**src/rtl/icache_dm.sv**
```systemverilog
// Direct-mapped, read-only instruction cache between the IF-stage PC and a
// multicycle main memory. A hit returns the instruction combinationally. A miss
// stalls the fetch while a two-state fill FSM reads the whole line, one word per
// req/valid handshake.
// Optional build macro: ICACHE_STATS_EN adds saturating hit_count/miss_count outputs.
module icache_dm #(
   parameter int unsigned INDEX_BITS  = 5,
   parameter int unsigned OFFSET_BITS = 3
) (
   input  logic        clk,
   input  logic        rst_n,
   input  logic        if_req,
   input  logic [15:0] if_addr,
   input  logic        inval,
   output logic [15:0] if_instr,
   output logic        if_stall,
   output logic        mem_req,
   output logic [15:0] mem_addr,
   input  logic [15:0] mem_data,
   input  logic        mem_valid
`ifdef ICACHE_STATS_EN
   ,
   output logic [15:0] hit_count,
   output logic [15:0] miss_count
`endif
);

   localparam int unsigned SETS     = 1 << INDEX_BITS;
   localparam int unsigned WORDS    = 1 << OFFSET_BITS;
   localparam int unsigned TAG_LSB  = OFFSET_BITS + INDEX_BITS + 1;
   localparam int unsigned TAG_BITS = 16 - TAG_LSB;
   // Block number: the address with the byte and word-offset bits dropped.
   localparam int unsigned BLK_BITS = 16 - OFFSET_BITS - 1;

   typedef enum logic {StIdle, StFill} state_e;

   // Storage
   logic [SETS-1:0]     r_valid;
   logic [TAG_BITS-1:0] r_tag  [SETS];
   logic [15:0]         r_data [SETS][WORDS];

   // Fill engine state
   state_e                 r_state;
   state_e                 w_state_d;
   logic [BLK_BITS-1:0]    r_fill_blk;
   logic [OFFSET_BITS-1:0] r_fill_cnt;
   logic                   r_inval_seen;
   logic                   r_mem_req;
   logic                   w_mem_req_d;
   logic [15:0]            r_mem_addr;
   logic [15:0]            w_mem_addr_d;

   // Address decode
   logic [OFFSET_BITS-1:0] w_offset;
   logic [INDEX_BITS-1:0]  w_index;
   logic [TAG_BITS-1:0]    w_tag;
   logic [BLK_BITS-1:0]    w_blk;
   logic [INDEX_BITS-1:0]  w_fill_idx;
   logic [TAG_BITS-1:0]    w_fill_tag;
   logic [OFFSET_BITS-1:0] w_cnt_inc;

   logic w_hit;
   logic w_start;
   logic w_ack;
   logic w_last;
   logic w_unused_bits;

   assign w_offset   = if_addr[OFFSET_BITS:1];
   assign w_index    = if_addr[TAG_LSB-1:OFFSET_BITS+1];
   assign w_tag      = if_addr[15:TAG_LSB];
   assign w_blk      = if_addr[15:OFFSET_BITS+1];
   assign w_fill_idx = r_fill_blk[INDEX_BITS-1:0];
   assign w_fill_tag = r_fill_blk[BLK_BITS-1:INDEX_BITS];
   assign w_cnt_inc  = r_fill_cnt + OFFSET_BITS'(1);

   // Instructions are halfword aligned; the byte bit carries no information.
   assign w_unused_bits = if_addr[0];

   // Hit detection and instruction read, both combinational
   always_comb begin
      w_hit    = if_req & r_valid[w_index] & (r_tag[w_index] == w_tag);
      if_instr = w_hit ? r_data[w_index][w_offset] : 16'h0000;
      if_stall = if_req & ~w_hit;
   end

   assign w_start  = (r_state == StIdle) & if_req & ~w_hit;
   // A stray mem_valid with no outstanding request is not an acknowledge.
   assign w_ack    = (r_state == StFill) & r_mem_req & mem_valid;
   assign w_last   = w_ack & (&r_fill_cnt);
   assign mem_req  = r_mem_req;
   assign mem_addr = r_mem_addr;

   // Fill FSM next state and next registered memory request
   always_comb begin
      w_state_d    = r_state;
      w_mem_req_d  = r_mem_req;
      w_mem_addr_d = r_mem_addr;
      unique case (r_state)
         StIdle: begin
            if (w_start) begin
               w_state_d    = StFill;
               w_mem_req_d  = 1'b1;
               w_mem_addr_d = {w_blk, {(OFFSET_BITS + 1){1'b0}}};
            end
         end
         StFill: begin
            if (w_last) begin
               // mem_addr keeps its last value while idle
               w_state_d   = StIdle;
               w_mem_req_d = 1'b0;
            end else if (w_ack) begin
               // Offset bits of the block base are zero, so this never carries out of the line.
               w_mem_addr_d = {r_fill_blk, w_cnt_inc, 1'b0};
            end
         end
         default: begin
            w_state_d   = StIdle;
            w_mem_req_d = 1'b0;
         end
      endcase
   end

   // Fill FSM state, fill pointer and registered memory request
   always_ff @(posedge clk or negedge rst_n) begin
      if (!rst_n) begin
         r_state      <= StIdle;
         r_fill_blk   <= '0;
         r_fill_cnt   <= '0;
         r_inval_seen <= 1'b0;
         r_mem_req    <= 1'b0;
         r_mem_addr   <= 16'h0000;
      end else begin
         r_state    <= w_state_d;
         r_mem_req  <= w_mem_req_d;
         r_mem_addr <= w_mem_addr_d;
         if (w_start) begin
            r_fill_blk   <= w_blk;
            r_fill_cnt   <= '0;
            r_inval_seen <= 1'b0;
         end else if (w_ack) begin
            r_fill_cnt <= w_cnt_inc;
         end
         // Any invalidate seen mid-fill makes the completed line stale.
         if (w_last) begin
            r_inval_seen <= 1'b0;
         end else if ((r_state == StFill) && inval) begin
            r_inval_seen <= 1'b1;
         end
      end
   end

   // Valid bits and tags: invalidate, drop the victim at fill start, install at fill end
   always_ff @(posedge clk or negedge rst_n) begin
      if (!rst_n) begin
         r_valid <= '0;
         for (int unsigned i = 0; i < SETS; i++) begin
            r_tag[i] <= '0;
         end
      end else begin
         if (w_last) begin
            r_tag[w_fill_idx] <= w_fill_tag;
         end
         if (inval) begin
            r_valid <= '0;
         end else begin
            // The victim line is being overwritten, so it must not hit mid-fill.
            if (w_start) begin
               r_valid[w_index] <= 1'b0;
            end
            if (w_last && !r_inval_seen) begin
               r_valid[w_fill_idx] <= 1'b1;
            end
         end
      end
   end

   // Line data array, written one word per acknowledged memory read
   always_ff @(posedge clk) begin
      if (w_ack) begin
         r_data[w_fill_idx][r_fill_cnt] <= mem_data;
      end
   end

`ifdef ICACHE_STATS_EN
   logic [15:0] r_hit_count;
   logic [15:0] r_miss_count;

   // Saturating hit and miss event counters
   always_ff @(posedge clk or negedge rst_n) begin
      if (!rst_n) begin
         r_hit_count  <= 16'h0000;
         r_miss_count <= 16'h0000;
      end else begin
         if (w_hit && (r_hit_count != 16'hFFFF)) begin
            r_hit_count <= r_hit_count + 16'd1;
         end
         if (w_start && (r_miss_count != 16'hFFFF)) begin
            r_miss_count <= r_miss_count + 16'd1;
         end
      end
   end

   assign hit_count  = r_hit_count;
   assign miss_count = r_miss_count;
`endif

endmodule

```
**config.mk**
```make
export PLATFORM = sky130hd
export DESIGN_NAME = icache_dm
export DESIGN_NICKNAME = d
export VERILOG_FILES = /design/src/rtl/icache_dm.sv
export SDC_FILE = /design/constraint.sdc
export NUM_CORES = 2
export LEC_CHECK = 0
export BUFFER_PORTS_ARGS = -buffer_cell sky130_fd_sc_hd__buf_2
export CAP_MARGIN = 10
export CORE_MARGIN = 5
export CORE_UTILIZATION = 50
export DETAILED_ROUTE_END_ITERATION = 10
export PLACE_DENSITY = 0.69
export SYNTH_ARGS = -nofsm -noshare
export SYNTH_HDL_FRONTEND = slang
export SYNTH_SLANG_ARGS = --single-unit
```
**constraint.sdc**
```tcl
create_clock -name clk -period 2.8 [get_ports clk]
set_input_delay 0.14 -clock clk [delete_from_list [all_inputs] [get_ports clk]]
set_output_delay 0.14 -clock clk [all_outputs]
set_load 0.05 [all_outputs]
```
# Word-level counts from Yosys, hierarchy flattened
# Memory sizes are Yosys's and may differ from the RTL's.
# Cells that the tools add are included.
[op_classes]
addsub = 1
magnitude_cmp = 10
n_eq_ne = 5
n_mux = 39
bitwise_logic = 17
reduce_logical = 12
[op_table]
columns = ["operator", "count"]
rows = [
  ["bitwise mux 224 bit", 1],
  ["2-to-1 mux 128 bit", 1],
  ["2-to-1 mux 32 bit", 4],
  ["2-to-1 mux 16 bit", 7],
  ["binary-select mux 16 bit (select 3 bit)", 1],
  ["demux 16 bit (select 3 bit)", 1],
  ["binary-select mux 7 bit (select 5 bit)", 1],
  ["demux 7 bit (select 5 bit)", 1],
  ["bitwise AND 32 bit", 1],
  ["NOT 32 bit", 1],
  ["OR 32 bit", 1],
  ["case mux 16 bit (2 select lines)", 1],
  ["2-to-1 mux 7 bit", 3],
  ["greater-or-equal comparator 6 bit, second input constant", 2],
  ["less-than comparator 5 x 6 -> 1 bit, second input constant", 2],
  ["NOT 5 -> 6 bit", 2],
  ["2-to-1 mux 1 bit", 11],
  ["demux 1 bit (select 5 bit)", 2],
  ["greater-or-equal comparator 5 x 1 -> 1 bit, second input constant", 2],
  ["bitwise AND 1 bit", 8],
  ["greater-or-equal comparator 4 bit, second input constant", 2],
  ["NOT 3 -> 4 bit", 2],
  ["== test 7 bit", 1],
  ["logical AND 1 bit", 6],
  ["other kinds (14)", 20],
]
[word_totals]
ff_bits = 290
mem_bits_rw = 4096
inputBits = 37
out_inout_bits = 34
n_memories = 1
[memory_table]
columns = ["memory", "words", "word_bits", "read_ports", "rd_ports_with_merged_regs", "wr", "line_no", "text"]
rows = [
  ["r_data", 32, 128, 1, 0, 1, "40", "logic [15:0] r_data [SETS][WORDS];"],
]

# Longest topological paths before layout
[logic_depth]
word_depth = 13
ltp_mapped = 17
depth_no_buf = 8

# Worst setup path before layout
# No wires, ideal clock.
[synth_path]
kind = "input-to-output"
from = "in if_addr[4]"
to = "out if_instr[15]"
arrival_ns = 3.727
required_time_ns = 2.660
path_slack_ns = -1.067
cell_stages = 11
path_cell_list = "buf_4 buf_2 mux2i_1 o22ai_2 nor4_1 a21oi_1 or4_1 or4_1 buf_2 buf_6 a221oi_1"
[synth_between]
elab_chain_len = 7
word_cells_on_any_way = 14
cone_classes = "1 x eq/ne; 9 x mux; 3 x bitwise; 1 x memory"
[synth_lines]
columns = ["element", "line_no", "text"]
rows = [
  ["start: declaration", "13", "input logic [15:0] if_addr,"],
  ["NOT 5 -> 6 bit (implied by the code)", "81", "w_hit = if_req & r_valid[w_index] & (r_tag[w_index] == w_tag);"],
  ["binary-select mux 7 bit (select 5 bit)", "81", ""],
  ["2-to-1 mux 7 bit (implied by the code) (2 in series)", "81", ""],
  ["== test 7 bit", "81", ""],
  ["bitwise AND 1 bit", "81", ""],
  ["2-to-1 mux 16 bit (*)", "82", "if_instr = w_hit ? r_data[w_index][w_offset] : 16'h0000;"],
  ["end: declaration", "15", "output logic [15:0] if_instr,"],
]
# Every way passes the cells marked *; elsewhere a longest branch is shown, timed or not. The select of a mux whose other input is x is not followed.

# Final worst setup path
[layout_path]
from = "reg r_tag[10] (netlist name)"
to = "out if_instr[15]"
[layout_between]
elab_chain_len = 6
[layout_lines]
columns = ["element", "line_no", "text"]
rows = [
  ["start: declaration", "39", "logic [TAG_BITS-1:0] r_tag [SETS];"],
  ["start signal: indexed assignment", "161", "r_tag[w_fill_idx] <= w_fill_tag;"],
  ["binary-select mux 7 bit (select 5 bit)", "81", ""],
  ["2-to-1 mux 7 bit (implied by the code) (2 in series)", "81", ""],
  ["== test 7 bit", "81", ""],
  ["bitwise AND 1 bit", "81", ""],
  ["2-to-1 mux 16 bit", "82", ""],
]
# Every way passes these cells. The select of a mux whose other input is x is not followed.

==> results.sh <==
export IMPL_maxCapViolCount=0
export IMPL_die_h_um=594
export IMPL_via_count=91600
export IMPL_synth_fp_nets=8058
export IMPL_slowest_stage="or4_4"
export IMPL_reg2reg_slack_ns=-0.35
export IMPL_grt_overflow_total=0
export IMPL_synth_top_family_by_area="multiplexers"
export IMPL_rsz0062_at_grt="true"
export IMPL_synth_cell_types=74
export IMPL_holdWs_ns=0.0629
export IMPL_cts_buffers=429
export IMPL_period_needed_ns=4.38
export IMPL_syn_inst=8019
export IMPL_p_total_uw=142000
export IMPL_ant_nets=0
export IMPL_path_max_fanout=5
export IMPL_gp_congestion=0.913
export IMPL_path_class="register to output pin"
export IMPL_synth_compound_area_share_pct=2.56
export IMPL_outcome="complete, but fails checks"
export IMPL_clk_insertion_delay_late_ns=0.97
export IMPL_synthesis_area_um2=171000
export IMPL_syn_to_final_growth_pct=18.0
export IMPL_start_util_pct=50.2
export IMPL_fin_util_pct=59.2
export IMPL_rows=214
export IMPL_tightest_slew_ns=1.11
export IMPL_htreeDepth=5
export IMPL_drive_above_1_share_pct=36.0
export IMPL_path_clk_slew_ns=0.06
export IMPL_drt_wl_total_mm=490
export IMPL_drc=0
export IMPL_drt_first_iter_violations=13500
export IMPL_io_buffers=68
export IMPL_cp_required_ns=2.66
export IMPL_fillCellCount=23600
export IMPL_yosys_mux_area_fraction_pct=17.3
export IMPL_cts_tree="built"
export IMPL_grt_pass1_wl_mm=690
export IMPL_clockBufferDepth=4
export IMPL_power_density_nw_per_um2=707
export IMPL_dp_hpwl_mm=306
export IMPL_ir_drop_mv=0.645
export IMPL_synth_area_per_cell_um2=21.3
export IMPL_relSlewSlack_pct=25.0
export IMPL_slew_violations=0
export IMPL_cpMostUsedCell="buf_12"
export IMPL_hold_class="input port to register"
export IMPL_ios=71
export IMPL_post_drt_wl_per_cell_um=34.7
export IMPL_clock_fmax_mhz=228
export IMPL_synth_edf_count=4096
export IMPL_crit_buf_inv=4
export IMPL_die_x_um=594
export IMPL_setup_viol_count_final=82
export IMPL_clockRootBuffer="clkbuf_16"
export IMPL_grt_pass1_vias=90800
export IMPL_violations="negative setup slack"
export IMPL_synth_seq_cells=4385
export IMPL_core_um2=340000
export IMPL_fin_crit_sh_pct=156
export IMPL_ys_seq_area_share_pct=76.4
export IMPL_synthAdderAreaFrac_pct=0.0147
export IMPL_finalHoldViolCount=0
export IMPL_synthArstFlopShare_pct=6.59
export IMPL_drt_pass1_iterations=8
export IMPL_path_cells="mux2i_1 > o22ai_2 > nor4_2 > a21oi_1 > or4_4 > or4_4 > buf_12 > buf_12 > buf_12 > a221oi_4 > buf_6"
export IMPL_track_usage_pct=27.3
export IMPL_p_leak_uw=0.0665
export IMPL_antenna_found_initial=24
export IMPL_critical_path_top_delay_family="simple AND/OR/NAND/NOR gates"
export IMPL_clock_sinks=4385
export IMPL_arrival_ns=4.24
export IMPL_synth_warning_count=0
export IMPL_drt_vias_per_instance=6.48
export IMPL_clock_skew_ns=0.0644
export IMPL_grt_max_degree=116
export IMPL_synth_simple_area_share_pct=2.31
export IMPL_nets=9267
export IMPL_synth_xor_area_share_pct=0.00514
export IMPL_ys_flop_type="edfxtp_1"
export IMPL_fin_setup_tns_ns=-41.14
export IMPL_cp_start_kind="register"
export IMPL_die_area_um2=353000
export IMPL_fin_ws_ns=-1.58
export IMPL_slowest_delay_ns=0.59
export IMPL_worstSetupEndpointType="output pin"
report_power, final:
part           switching (uW)  total [uW]  internal (uW)
registers                 589       73200          72600
logic                    8510       12800           4340
clock network           24600       56100          31500
synth_stat cells, drive strengths merged, types with 8 or more instances:
master / count / area (um^2)
nor2: 419 / 1570
mux2i: 236 / 2360
a22oi: 31 / 233
nand3: 44 / 220
nor4: 34 / 213
o21ai: 73 / 365
a31o: 8 / 70.1
a32oi: 24 / 210
nand2: 279 / 1050
a311oi: 10 / 93.8
mux2: 299 / 3370
a2111oi: 9 / 91.3
a211oi: 39 / 293
buf: 274 / 1600
o221ai: 36 / 315
nor3: 16 / 80.1
dfrtp: 289 / 7230
a221oi: 35 / 307
clkbuf: 208 / 781
nand4: 22 / 144
and3: 11 / 68.8
a211o: 13 / 114
mux4: 1057 / 23800
o22ai: 156 / 982
a21oi: 101 / 521
nor2b: 30 / 188
edfxtp: 4096 / 123000
a31oi: 53 / 332
a21boi: 12 / 90.1
placed cells by master (no fill, tap or decap), types with 72 or more instances in the layout:
master     count
edfxtp_1    4096
mux4_2      1057
buf_4        914
clkbuf_16    435
mux2_2       299
dfrtp_1      289
nand2_1      275
nor2_1       240
buf_12       230
mux2i_1      228
nor2_2       175
o22ai_1      145
clkinv_1     110
clkbuf_1      91
a21oi_1       82
clkinv_2      75
o21ai_0       72
layer usage:
metal  vias to the layer above  track usage [%]  wire, um
li1                      36000                -         -
met1                     48500             37.9    179000
met2                      6134             41.7    228000
met3                      1010             6.71     58200
met4                        20             12.0     25100
met5                         -                0       124
registers in the layout, indices dropped and copies added (netlist names):
name          cells
mem_addr         15
mem_req           1
r_valid          32
r_data         4096
r_fill_blk       12
r_state           1
r_inval_seen      1
r_fill_cnt        3
r_tag           224
area by class of cell:
class	instances	area [um^2]	share of cell area, %
well taps	4536	5680	2.82
clock buffers	535	11300	5.62
flip-flops and latches	4385	130000	64.7
clock inverters	255	2280	1.13
inverters	11	53.8	0.0267
repair buffers	1256	12600	6.27
multi-input cells	3145	39100	19.4
diodes	6	15.0	0.00746
logic make-up after synthesis:
kind of cell	Yosys count
flip-flops	4385
multiplexers	1592
AND/OR/NAND/NOR	904
AO/OA/AOI/OAI	641
buffers and inverters	493
adder cells (fa/ha/maj)	2
other	1
XOR/XNOR	1
per-stage QoR:
step	worst slack, ns	area (um^2)	std cells
after floorplan	-0.467	171000	8019
after global placement	-1.46	186000	13300
after detailed placement	-1.46	186000	13300
after CTS	-1.68	201000	14100
after global routing	-1.64	201000	14100
final	-1.58	201000	14100
worst register-to-register path, delay by kind of cell, from the launching register on:
family          cells  cell delay, ns
compound gates      4            0.52
buf+inv             3            0.56
flops               1            0.40
mux                 1            0.19
simple gates        3            1.39
timing repair:
item | 4_1_cts | 5_1_grt
pin swaps | 9 | 24
hold buffers | 37 | 0
gates cloned | 3 | 3
gates resized for setup | 47 | 79
endpoints found under the hold margin | 2712 | 0
setup buffers | 5 | 9
endpoints found under the setup margin | 137 | 114
worst paths after layout:
path                              from      endpoint  depth (start not counted)
min reg2reg                 r_tag[107]    r_tag[107]                          1
max                          r_tag[10]  if_instr[15]                         11
max in group asynchronous        rst_n     r_tag[20]                          4
min                        if_addr[11]  mem_addr[11]                          3
max reg2reg                  r_tag[10]  mem_addr[15]                         11
min in group asynchronous        rst_n   mem_addr[1]                          4
Power figures use the tool's default switching activity.
